$ cat src/rtl/pacman_pkg.sv
// Shared definitions for the Pac-Man tile renderer: sprite codes, palette and FSM states.
package pacman_pkg;

   localparam int TILE_DEFAULT = 5;

   typedef enum logic [2:0] {
      SPR_BLACK     = 3'd0,
      SPR_BIG_ORB   = 3'd1,
      SPR_SMALL_ORB = 3'd2,
      SPR_WALL      = 3'd3,
      SPR_GREY      = 3'd4
   } sprite_e;

   localparam logic [2:0] COL_BLACK = 3'b000;
   localparam logic [2:0] COL_WHITE = 3'b111;
   localparam logic [2:0] COL_BLUE  = 3'b001;
   localparam logic [2:0] COL_GREY  = 3'b010;

   typedef enum logic [1:0] {
      ST_IDLE,
      ST_FETCH,
      ST_DRAW,
      ST_DONE
   } state_e;

endpackage

$ cat src/rtl/tile_sprite_rom.sv
// Combinational sprite bitmap: pixel bit and colour for a tile type at (row, col).
module tile_sprite_rom
   import pacman_pkg::*;
#(
   parameter int TILE    = TILE_DEFAULT,
   parameter int COLOR_W = 3
) (
   input  logic [2:0]         spr_type_i,
   input  logic [2:0]         row_i,
   input  logic [2:0]         col_i,
   output logic               bit_o,
   output logic [COLOR_W-1:0] color_o
);

   localparam logic [2:0] CTR = 3'(TILE / 2);
   localparam logic [3:0] RAD = 4'(TILE / 4);

   logic [2:0] dr;
   logic [2:0] dc;
   logic       on_big;
   logic       on_small;

   // Orbs are diamonds around the tile centre: Manhattan distance <= radius.
   always_comb begin
      dr       = (row_i >= CTR) ? row_i - CTR : CTR - row_i;
      dc       = (col_i >= CTR) ? col_i - CTR : CTR - col_i;
      on_big   = ({1'b0, dr} + {1'b0, dc}) <= RAD;
      on_small = (dr == 3'd0) && (dc == 3'd0);
      case (spr_type_i)
         SPR_BLACK: begin
            bit_o   = 1'b0;
            color_o = COLOR_W'(COL_BLACK);
         end
         SPR_BIG_ORB: begin
            bit_o   = on_big;
            color_o = COLOR_W'(COL_WHITE);
         end
         SPR_SMALL_ORB: begin
            bit_o   = on_small;
            color_o = COLOR_W'(COL_WHITE);
         end
         SPR_WALL: begin
            bit_o   = 1'b1;
            color_o = COLOR_W'(COL_BLUE);
         end
         SPR_GREY: begin
            bit_o   = 1'b1;
            color_o = COLOR_W'(COL_GREY);
         end
         default: begin
            bit_o   = 1'b1;
            color_o = COLOR_W'(COL_GREY);
         end
      endcase
   end

endmodule

$ cat src/rtl/tile_map_renderer.sv
// Tile-map rasteriser: walks the map, fetches tile types and streams sprite pixels to the VGA adapter.
module tile_map_renderer
   import pacman_pkg::*;
#(
   parameter int MAP_W   = 21,
   parameter int MAP_H   = 21,
   parameter int TILE    = 5,
   parameter int X_ORG   = 26,
   parameter int Y_ORG   = 1,
   parameter int MAP_AW  = 5,
   parameter int COORD_W = 8,
   parameter int COLOR_W = 3
) (
   input  logic               clock_50,
   input  logic               reset,
   input  logic               start,
   input  logic               continuous,
   input  logic               skip_blank,
   output logic [MAP_AW-1:0]  map_x,
   output logic [MAP_AW-1:0]  map_y,
   input  logic [2:0]         sprite_type,
   input  logic               vga_ready,
   output logic               vga_plot,
   output logic [COORD_W-1:0] vga_x,
   output logic [COORD_W-1:0] vga_y,
   output logic [COLOR_W-1:0] vga_color,
   output logic               busy,
   output logic               done
);

   localparam logic [2:0]        PX_LAST = 3'(TILE - 1);
   localparam logic [MAP_AW-1:0] MX_LAST = MAP_AW'(MAP_W - 1);
   localparam logic [MAP_AW-1:0] MY_LAST = MAP_AW'(MAP_H - 1);

   state_e             state_q;
   logic [MAP_AW-1:0]  map_x_q, map_y_q, tx_q, ty_q;
   logic [MAP_AW-1:0]  map_x_d, map_y_d;
   logic [2:0]         px_q, py_q, type_q;
   logic               cont_q, busy_q, done_q, plot_q;
   logic [COORD_W-1:0] vx_q, vy_q, vx_d, vy_d;
   logic [COLOR_W-1:0] col_q;

   logic               pix_bit;
   logic [COLOR_W-1:0] pix_col;
   logic               stall, px_wrap, tile_last, pre_last, frame_last;

   tile_sprite_rom #(
      .TILE    (TILE),
      .COLOR_W (COLOR_W)
   ) u_rom (
      .spr_type_i (type_q),
      .row_i      (py_q),
      .col_i      (px_q),
      .bit_o      (pix_bit),
      .color_o    (pix_col)
   );

   assign stall      = plot_q && !vga_ready;
   assign px_wrap    = (px_q == PX_LAST);
   assign tile_last  = px_wrap && (py_q == PX_LAST);
   assign pre_last   = (px_q == PX_LAST - 3'd1) && (py_q == PX_LAST);
   assign frame_last = tile_last && (tx_q == MX_LAST) && (ty_q == MY_LAST);

   assign vx_d = COORD_W'(X_ORG) + COORD_W'(tx_q) * COORD_W'(TILE) + COORD_W'(px_q);
   assign vy_d = COORD_W'(Y_ORG) + COORD_W'(ty_q) * COORD_W'(TILE) + COORD_W'(py_q);

   always_comb begin
      map_x_d = map_x_q + 1'b1;
      map_y_d = map_y_q;
      if (map_x_q == MX_LAST) begin
         map_x_d = '0;
         map_y_d = (map_y_q == MY_LAST) ? '0 : map_y_q + 1'b1;
      end
   end

   // The map address moves to the next tile while the last pixel of the current
   // tile is drawn, so the registered map RAM has data ready during FETCH; the
   // drawn tile's position lives in tx_q/ty_q. Back-pressure only freezes DRAW;
   // a pending plot survives FETCH/DONE/IDLE because the output stage holds too.
   always_ff @(posedge clock_50 or negedge reset) begin
      if (!reset) begin
         state_q <= ST_IDLE;
         map_x_q <= '0;
         map_y_q <= '0;
         tx_q    <= '0;
         ty_q    <= '0;
         px_q    <= '0;
         py_q    <= '0;
         type_q  <= '0;
         cont_q  <= 1'b0;
         busy_q  <= 1'b0;
         done_q  <= 1'b0;
         plot_q  <= 1'b0;
         vx_q    <= '0;
         vy_q    <= '0;
         col_q   <= '0;
      end else begin
         done_q <= 1'b0;
         if (!stall) begin
            if (state_q == ST_DRAW) begin
               plot_q <= pix_bit || !skip_blank;
               vx_q   <= vx_d;
               vy_q   <= vy_d;
               col_q  <= pix_bit ? pix_col : '0;
            end else begin
               plot_q <= 1'b0;
            end
         end
         case (state_q)
            ST_IDLE: begin
               if (start) begin
                  state_q <= ST_FETCH;
                  cont_q  <= continuous;
                  busy_q  <= 1'b1;
               end
            end
            ST_FETCH: begin
               type_q  <= sprite_type;
               tx_q    <= map_x_q;
               ty_q    <= map_y_q;
               px_q    <= '0;
               py_q    <= '0;
               state_q <= ST_DRAW;
            end
            ST_DRAW: begin
               if (!stall) begin
                  if (pre_last) begin
                     map_x_q <= map_x_d;
                     map_y_q <= map_y_d;
                  end
                  if (tile_last) begin
                     state_q <= frame_last ? ST_DONE : ST_FETCH;
                     done_q  <= frame_last;
                  end else if (px_wrap) begin
                     px_q <= '0;
                     py_q <= py_q + 3'd1;
                  end else begin
                     px_q <= px_q + 3'd1;
                  end
               end
            end
            ST_DONE: begin
               if (cont_q && continuous) begin
                  state_q <= ST_FETCH;
               end else begin
                  state_q <= ST_IDLE;
                  busy_q  <= 1'b0;
               end
            end
         endcase
      end
   end

   assign map_x     = map_x_q;
   assign map_y     = map_y_q;
   assign vga_plot  = plot_q;
   assign vga_x     = vx_q;
   assign vga_y     = vy_q;
   assign vga_color = col_q;
   assign busy      = busy_q;
   assign done      = done_q;

endmodule

$ cat config.mk
export PLATFORM = sky130hd
export DESIGN_NAME = tile_map_renderer
export DESIGN_NICKNAME = d
export VERILOG_FILES = /design/src/rtl/pacman_pkg.sv /design/src/rtl/tile_sprite_rom.sv /design/src/rtl/tile_map_renderer.sv
export SDC_FILE = /design/constraint.sdc
export NUM_CORES = 1
export LEC_CHECK = 0
export ABC_AREA = 1
export CORE_MARGIN = 3
export CORE_UTILIZATION = 55
export CTS_BUF_LIST = sky130_fd_sc_hd__clkbuf_4 sky130_fd_sc_hd__clkbuf_8
export CTS_CLUSTER_SIZE = 12
export DETAILED_ROUTE_END_ITERATION = 10
export PLACE_DENSITY = 0.81
export SYNTH_ARGS = -nofsm -noshare
export SYNTH_HDL_FRONTEND = slang
export SYNTH_SLANG_ARGS = --single-unit
export TNS_END_PERCENT = 5
$ cat constraint.sdc
create_clock -name clock_50 -period 2.65 [get_ports clock_50]
set_input_delay 0.53 -clock clock_50 [delete_from_list [all_inputs] [get_ports clock_50]]
set_output_delay 0.53 -clock clock_50 [all_outputs]
set_load 0.02 [all_outputs]
Word level (Yosys, flattened, before mapping)
Index checks and enable logic that the tools add are counted.
Storage, ports and cells
  output and inout port bits: 32
  flip-flop bits (word level): 54
Cells by class
  muxes and demuxes: 28
  magnitude comparators: 3
  add/subtract/negate cells: 13
  eq/ne operators: 19
  multiply operators: 2
  bitwise logic cells: 1
  reduce and logical (&&, ||, !) cells: 25
Operators with widths (count)
  3-bit two-way mux: 9
  5-bit equality test (second input constant): 4
  8-bit by 3-bit adder with 8-bit output: 2
  5-bit by 3-bit multiplier with 8-bit output (second input constant): 2
  2-bit inequality test (second input constant): 6
  3-bit case mux with 2 select lines: 2
  3-bit AND reduction: 4
  5-bit by 1-bit adder with 5-bit output (second input constant): 2
  5-bit two-way mux: 2
  3-bit by 2-bit equality test with 1-bit output (second input constant): 3
  3-bit zero test: 3
  3-bit case mux with 3 select lines: 1
  1-bit by 8-bit adder with 8-bit output (first input constant): 1
  5-bit by 8-bit adder with 8-bit output (first input constant): 1
  2-bit two-way mux: 4
  2-bit case mux with 4 select lines: 1
  4-bit AND reduction: 2
  1-bit logical AND: 7
  1-bit two-way mux: 7
  3-bit by 1-bit adder with 3-bit output (second input constant): 2
  3-bit equality test (second input constant): 2
  3-bit by 2-bit >= comparator with 1-bit output (second input constant): 2
  2-bit by 3-bit subtractor with 3-bit output (first input constant): 2
  3-bit by 2-bit subtractor with 3-bit output (second input constant): 2
  14 further kinds: 18

Depth between registers and ports, before layout
Gate-level depths: netlist (run 1).
  depth in word-level cells: 8
  depth in mapped cells: 16
  depth with buffers taken out: 16

Modules after synthesis
Synthesis (run 1) repeated with hierarchy kept, for this count alone.
Unflattened totals
  cells, all modules: 440
  area, all modules: 3687.3 um^2
Modules (own cells, without submodules)
  tile_map_renderer: area an instance 3234.4 um^2, cells an instance 369, times used 1, seq. area each 1351.3 um^2
  tile_sprite_rom: area an instance 452.9 um^2, cells an instance 71, times used 1, seq. area each 0.0 um^2

Worst setup path before layout (run 1)
OpenSTA, ideal clock, no wires.
  path kind: register to register
  start: register py_q[0]
  end: register col_q[0] (netlist: vga_color[0])
  data required time: 2585 ps
  setup slack: 391 ps
  arrival time: 2194 ps
  path buffers: 0
  stages on the path, launching flop included: 17
  period minus slack after synthesis: 2259 ps
  cells stage by stage: dfrtp_1 -> inv_1 -> ha_1 -> inv_1 -> o21ai_0 -> nand2_1 -> o21ai_0 -> inv_1 -> fa_1 -> inv_1 -> nor2_1 -> nand2_1 -> nor2_1 -> a21oi_1 -> nand2_1 -> nand3_1 -> nand2_1
On the way
  longest elaborated chain between the ends: 6
RTL lines
  start, declared: RTL line tile_map_renderer.sv:38  | logic [2:0] px_q, py_q, type_q;
  start signal, assigned: RTL line tile_map_renderer.sv:136  | py_q <= py_q + 3'd1;
  2-bit by 3-bit subtractor with 3-bit output (tied with other cells): RTL line tile_sprite_rom.sv:25  | dr = (row_i >= CTR) ? row_i - CTR : CTR - row_i;
  3-bit two-way mux *: RTL line tile_sprite_rom.sv:25
  3-bit by 3-bit adder with 4-bit output / 3-bit zero test (equally long branches): RTL line tile_sprite_rom.sv:27, tile_sprite_rom.sv:28
  4-bit by 1-bit less-or-equal comparator with 1-bit output / 1-bit logical AND (equally long branches): RTL line tile_sprite_rom.sv:27, tile_sprite_rom.sv:28
  1-bit case mux with 3 select lines *: RTL line tile_sprite_rom.sv:29  | case (spr_type_i)
  3-bit two-way mux *: RTL line tile_map_renderer.sv:104  | col_q <= pix_bit ? pix_col : '0;
  end signal, assigned: RTL line tile_map_renderer.sv:104
  end, declared: RTL line tile_map_renderer.sv:41  | logic [COLOR_W-1:0] col_q;
Mark *: on every way between the ends. The rest lies on a longest branch, timed or not.
A chain may end at the register's enable or synchronous reset.

Worst setup path after layout (run 1)
  start: register py_q[1]
  end: register col_q[0] (netlist: vga_color[0])
The elaborated chain is that of the path after synthesis.

==> results of run 1 <==
final timing paths:
kind / to / slack (ns)
worst max register to register: vga_color[0]$_DFFE_PN0P_ / 0.23
max in group asynchronous: ty_q[1]$_DFFE_PN0P_ / 1.91
worst min register to register: vga_y[6]$_DFFE_PN0P_ / 0.49
worst max-delay path: vga_color[0]$_DFFE_PN0P_ / 0.23
worst min-delay path: vga_x[7]$_DFFE_PN0P_ / 0.12
min in group clock_50: vga_y[6]$_DFFE_PN0P_ / 0.49
cell type report:
cell class,count,area share (%)
Clock buffer,5,1.67
Multi-Input combinational cell,295,46.0
Sequential cell,54,32.8
Clock inverter,3,0.971
Timing Repair Buffer,43,10.1
Inverter,66,6.13
Tap cell,75,2.27
cell usage after synthesis, types with 2 or more instances:
| cell | number |
|---|---|
| nor2_1 | 14 |
| nor3_1 | 2 |
| fa_1 | 7 |
| nand3b_1 | 2 |
| inv_4 | 2 |
| o21ai_0 | 39 |
| a21oi_1 | 13 |
| ha_1 | 44 |
| xnor2_1 | 3 |
| nand4_1 | 13 |
| dfrtp_1 | 54 |
| inv_2 | 2 |
| buf_2 | 4 |
| nand3_1 | 33 |
| o21ai_1 | 4 |
| or2_2 | 2 |
| nand2_4 | 2 |
| inv_1 | 62 |
| xor2_1 | 6 |
| nand2_1 | 100 |
kinds of logic (layout without fill, tap and decap cells):
family / after synthesis / in the layout / share of synthesized area, %
buffers and inverters: 71 / 117 / 7.85
adder cells (fa/ha/maj): 51 / 51 / 19.6
AND/OR/NAND/NOR: 175 / 175 / 22.8
multiplexers: 1 / 1 / 0.320
XOR/XNOR: 9 / 9 / 2.24
AO/OA/AOI/OAI: 59 / 59 / 8.84
flip-flops: 54 / 54 / 38.4
power by group:
part,switching [mW],internal (mW),total (mW)
logic,2.01,1.42,3.43
clock network,0.281,0.279,0.560
registers,0.282,1.13,1.41
through the flow:
step | power (mW) | std cells | setup slack (ns)
finish | 5.40 | 541 | 0.235
global route | 6.04 | 541 | 0.00406
detailed placement | 4.82 | 533 | 0.173
floorplan | 3.90 | 420 | 0.391
CTS | 5.41 | 541 | 0.151
global placement | 4.72 | 533 | 0.283
what timing repair did:
item | 4_1_cts | 5_1_grt
buffers inserted | 0 | 0
resized for setup | 0 | 4
hold buffers | 0 | 0
endpoints found under the setup margin | 0 | 4
registers in the layout, indices dropped and copies added (netlist names):
name	cells
type_q	3
vga_x	8
ty_q	5
tx_q	5
done	1
px_q	3
py_q	3
vga_y	8
vga_color	3
busy	1
map_x	5
cont_q	1
vga_plot	1
state_q	2
map_y	5
routing by layer:
layer  track usage (%)  routed length (um)  vias up
met2              34.4                3270       50
met5                 0                   0        -
met4              4.46                  57        0
met1              29.8                3510     1328
li1                  -                   -     1456
met3              3.27                 241        6
worst max-delay path: stages (launching register included):
cell and delay (ns):
dfrtp_1 0.46, inv_1 0.12, ha_1 0.30, o21ai_0 0.25, inv_1 0.10, fa_1 0.54, inv_1 0.04, nor2_1 0.08
nand2_1 0.05, nor2_1 0.12, a21oi_1 0.11, nand2_1 0.08, nand3_1 0.06, nand2_1 0.06
==> impl_metrics.env, run 1 <==
export IMPL_die_h_um=86.0
export IMPL_ys_flop_type="dfrtp_1"
export IMPL_cts_made_buffers=5
export IMPL_grt_max_degree=27
export IMPL_multiInputGateArea_um2=1900
export IMPL_timing_final_crit_share_pct=91.1
export IMPL_synth_edf_count=0
export IMPL_gp_congestion=0.883
export IMPL_grtUsageTotal_pct=21.1
export IMPL_synthArstFlopShare_pct=100
export IMPL_r2r_start="py_q[1]$_DFFE_PN0P_"
export IMPL_fillers=521
export IMPL_netlist_area_leader_share_pct=38.4
export IMPL_status="complete, no violations"
export IMPL_io_pins=41
export IMPL_root_buffer="clkbuf_8"
export IMPL_finalHoldViolations=0
export IMPL_p_per_area_nw_per_um2=1310
export IMPL_crit_path_max_fanout=4
export IMPL_final_cell_mix="100 x nand2_1, 62 x inv_1, 53 x dfrtp_1"
export IMPL_synth_area_leaders="dfrtp_1 38%, ha_1 16%, nand2_1 11%"
export IMPL_final_area_um2=4130
export IMPL_timing_max_cap_violations=0
export IMPL_synth_area_leader_cell="dfrtp_1"
export IMPL_rsz0062_at_grt="false"
export IMPL_insertion_delay_ns=0.31
export IMPL_grt_pass1_vias=2827
export IMPL_slew_limit_headroom_pct=54.0
export IMPL_gr_total_overflow=0
export IMPL_cts_tree="yes"
export IMPL_area_growth_pct=17.1
export IMPL_worstSetupPathType="flop to flop"
export IMPL_grt_pass1_wl_mm=12.7
export IMPL_drt_wl_total_mm=7.08
export IMPL_diodes=0
export IMPL_tns_ns=0
export IMPL_avgSynthCellArea_um2=8.39
export IMPL_worstSetupStartpointType="flop"
export IMPL_die_x_um=86.0
export IMPL_ant_nets=0
export IMPL_worst_slew_pin_slew_ns=0.689
export IMPL_postLayoutCoreUtil_pct=68.1
export IMPL_slew_viol_final=0
export IMPL_finalSetupViolCount=0
export IMPL_drt_initial_drc_count=130
export IMPL_layout_commonest_cell="nand2_1"
export IMPL_placed_cell_area_um2=4010
export IMPL_max_freq_mhz=414
export IMPL_worstSetupEndpointType="flop"
export IMPL_firstDrtPassIters=4
export IMPL_clk_pin_slew_ns=0.10
export IMPL_synthCells=420
export IMPL_vias_per_cell=5.25
export IMPL_wl_per_cell_um=13.1
export IMPL_timing_hold_ws_ns=0.121
export IMPL_cts_max_level=2
export IMPL_die_area_um2=7400
export IMPL_crit_required_ns=2.90
export IMPL_port_buffers=40
export IMPL_synth_net_count=480
export IMPL_startpoint="py_q[1]$_DFFE_PN0P_"
export IMPL_nNetsFinal=525
export IMPL_layout_drive_gt1_share_pct=6.44
export IMPL_ys_seq_area_share_pct=38.4
export IMPL_p_leak_nw=2.17
export IMPL_rows=28
export IMPL_regArea_um2=1350
export IMPL_fin_skew_ns=0.00476
export IMPL_antenna_found_initial=0
export IMPL_design_core_area_um2=6060
export IMPL_synth_seq_cells=54
export IMPL_synthesis_area_um2=3520
export IMPL_min_path_type="input pin to asynchronous set/reset pin"
export IMPL_start_util_pct=58.1
export IMPL_arrival_ns=2.67
export IMPL_clock_sinks=54
export IMPL_hpwl_mm=5.57
export IMPL_r2r_cells=13
export IMPL_num_vias=2840
export IMPL_finalCriticalPeriod_ns=2.42
export IMPL_drc_errors=0
export IMPL_clockBufferDepth=2
export IMPL_ir_drop_mv=0.736
export IMPL_yosysWarnings=0
export IMPL_synth_cell_types=32
Power figures use the tool's default switching activity.
==> run 2: changes to the inputs <==
CTS_BUF_LIST = sky130_fd_sc_hd__clkbuf_8   (was sky130_fd_sc_hd__clkbuf_4 sky130_fd_sc_hd__clkbuf_8)
==> results of run 2 <==
Final layout, timing and power as in run 1 (identical DEF).
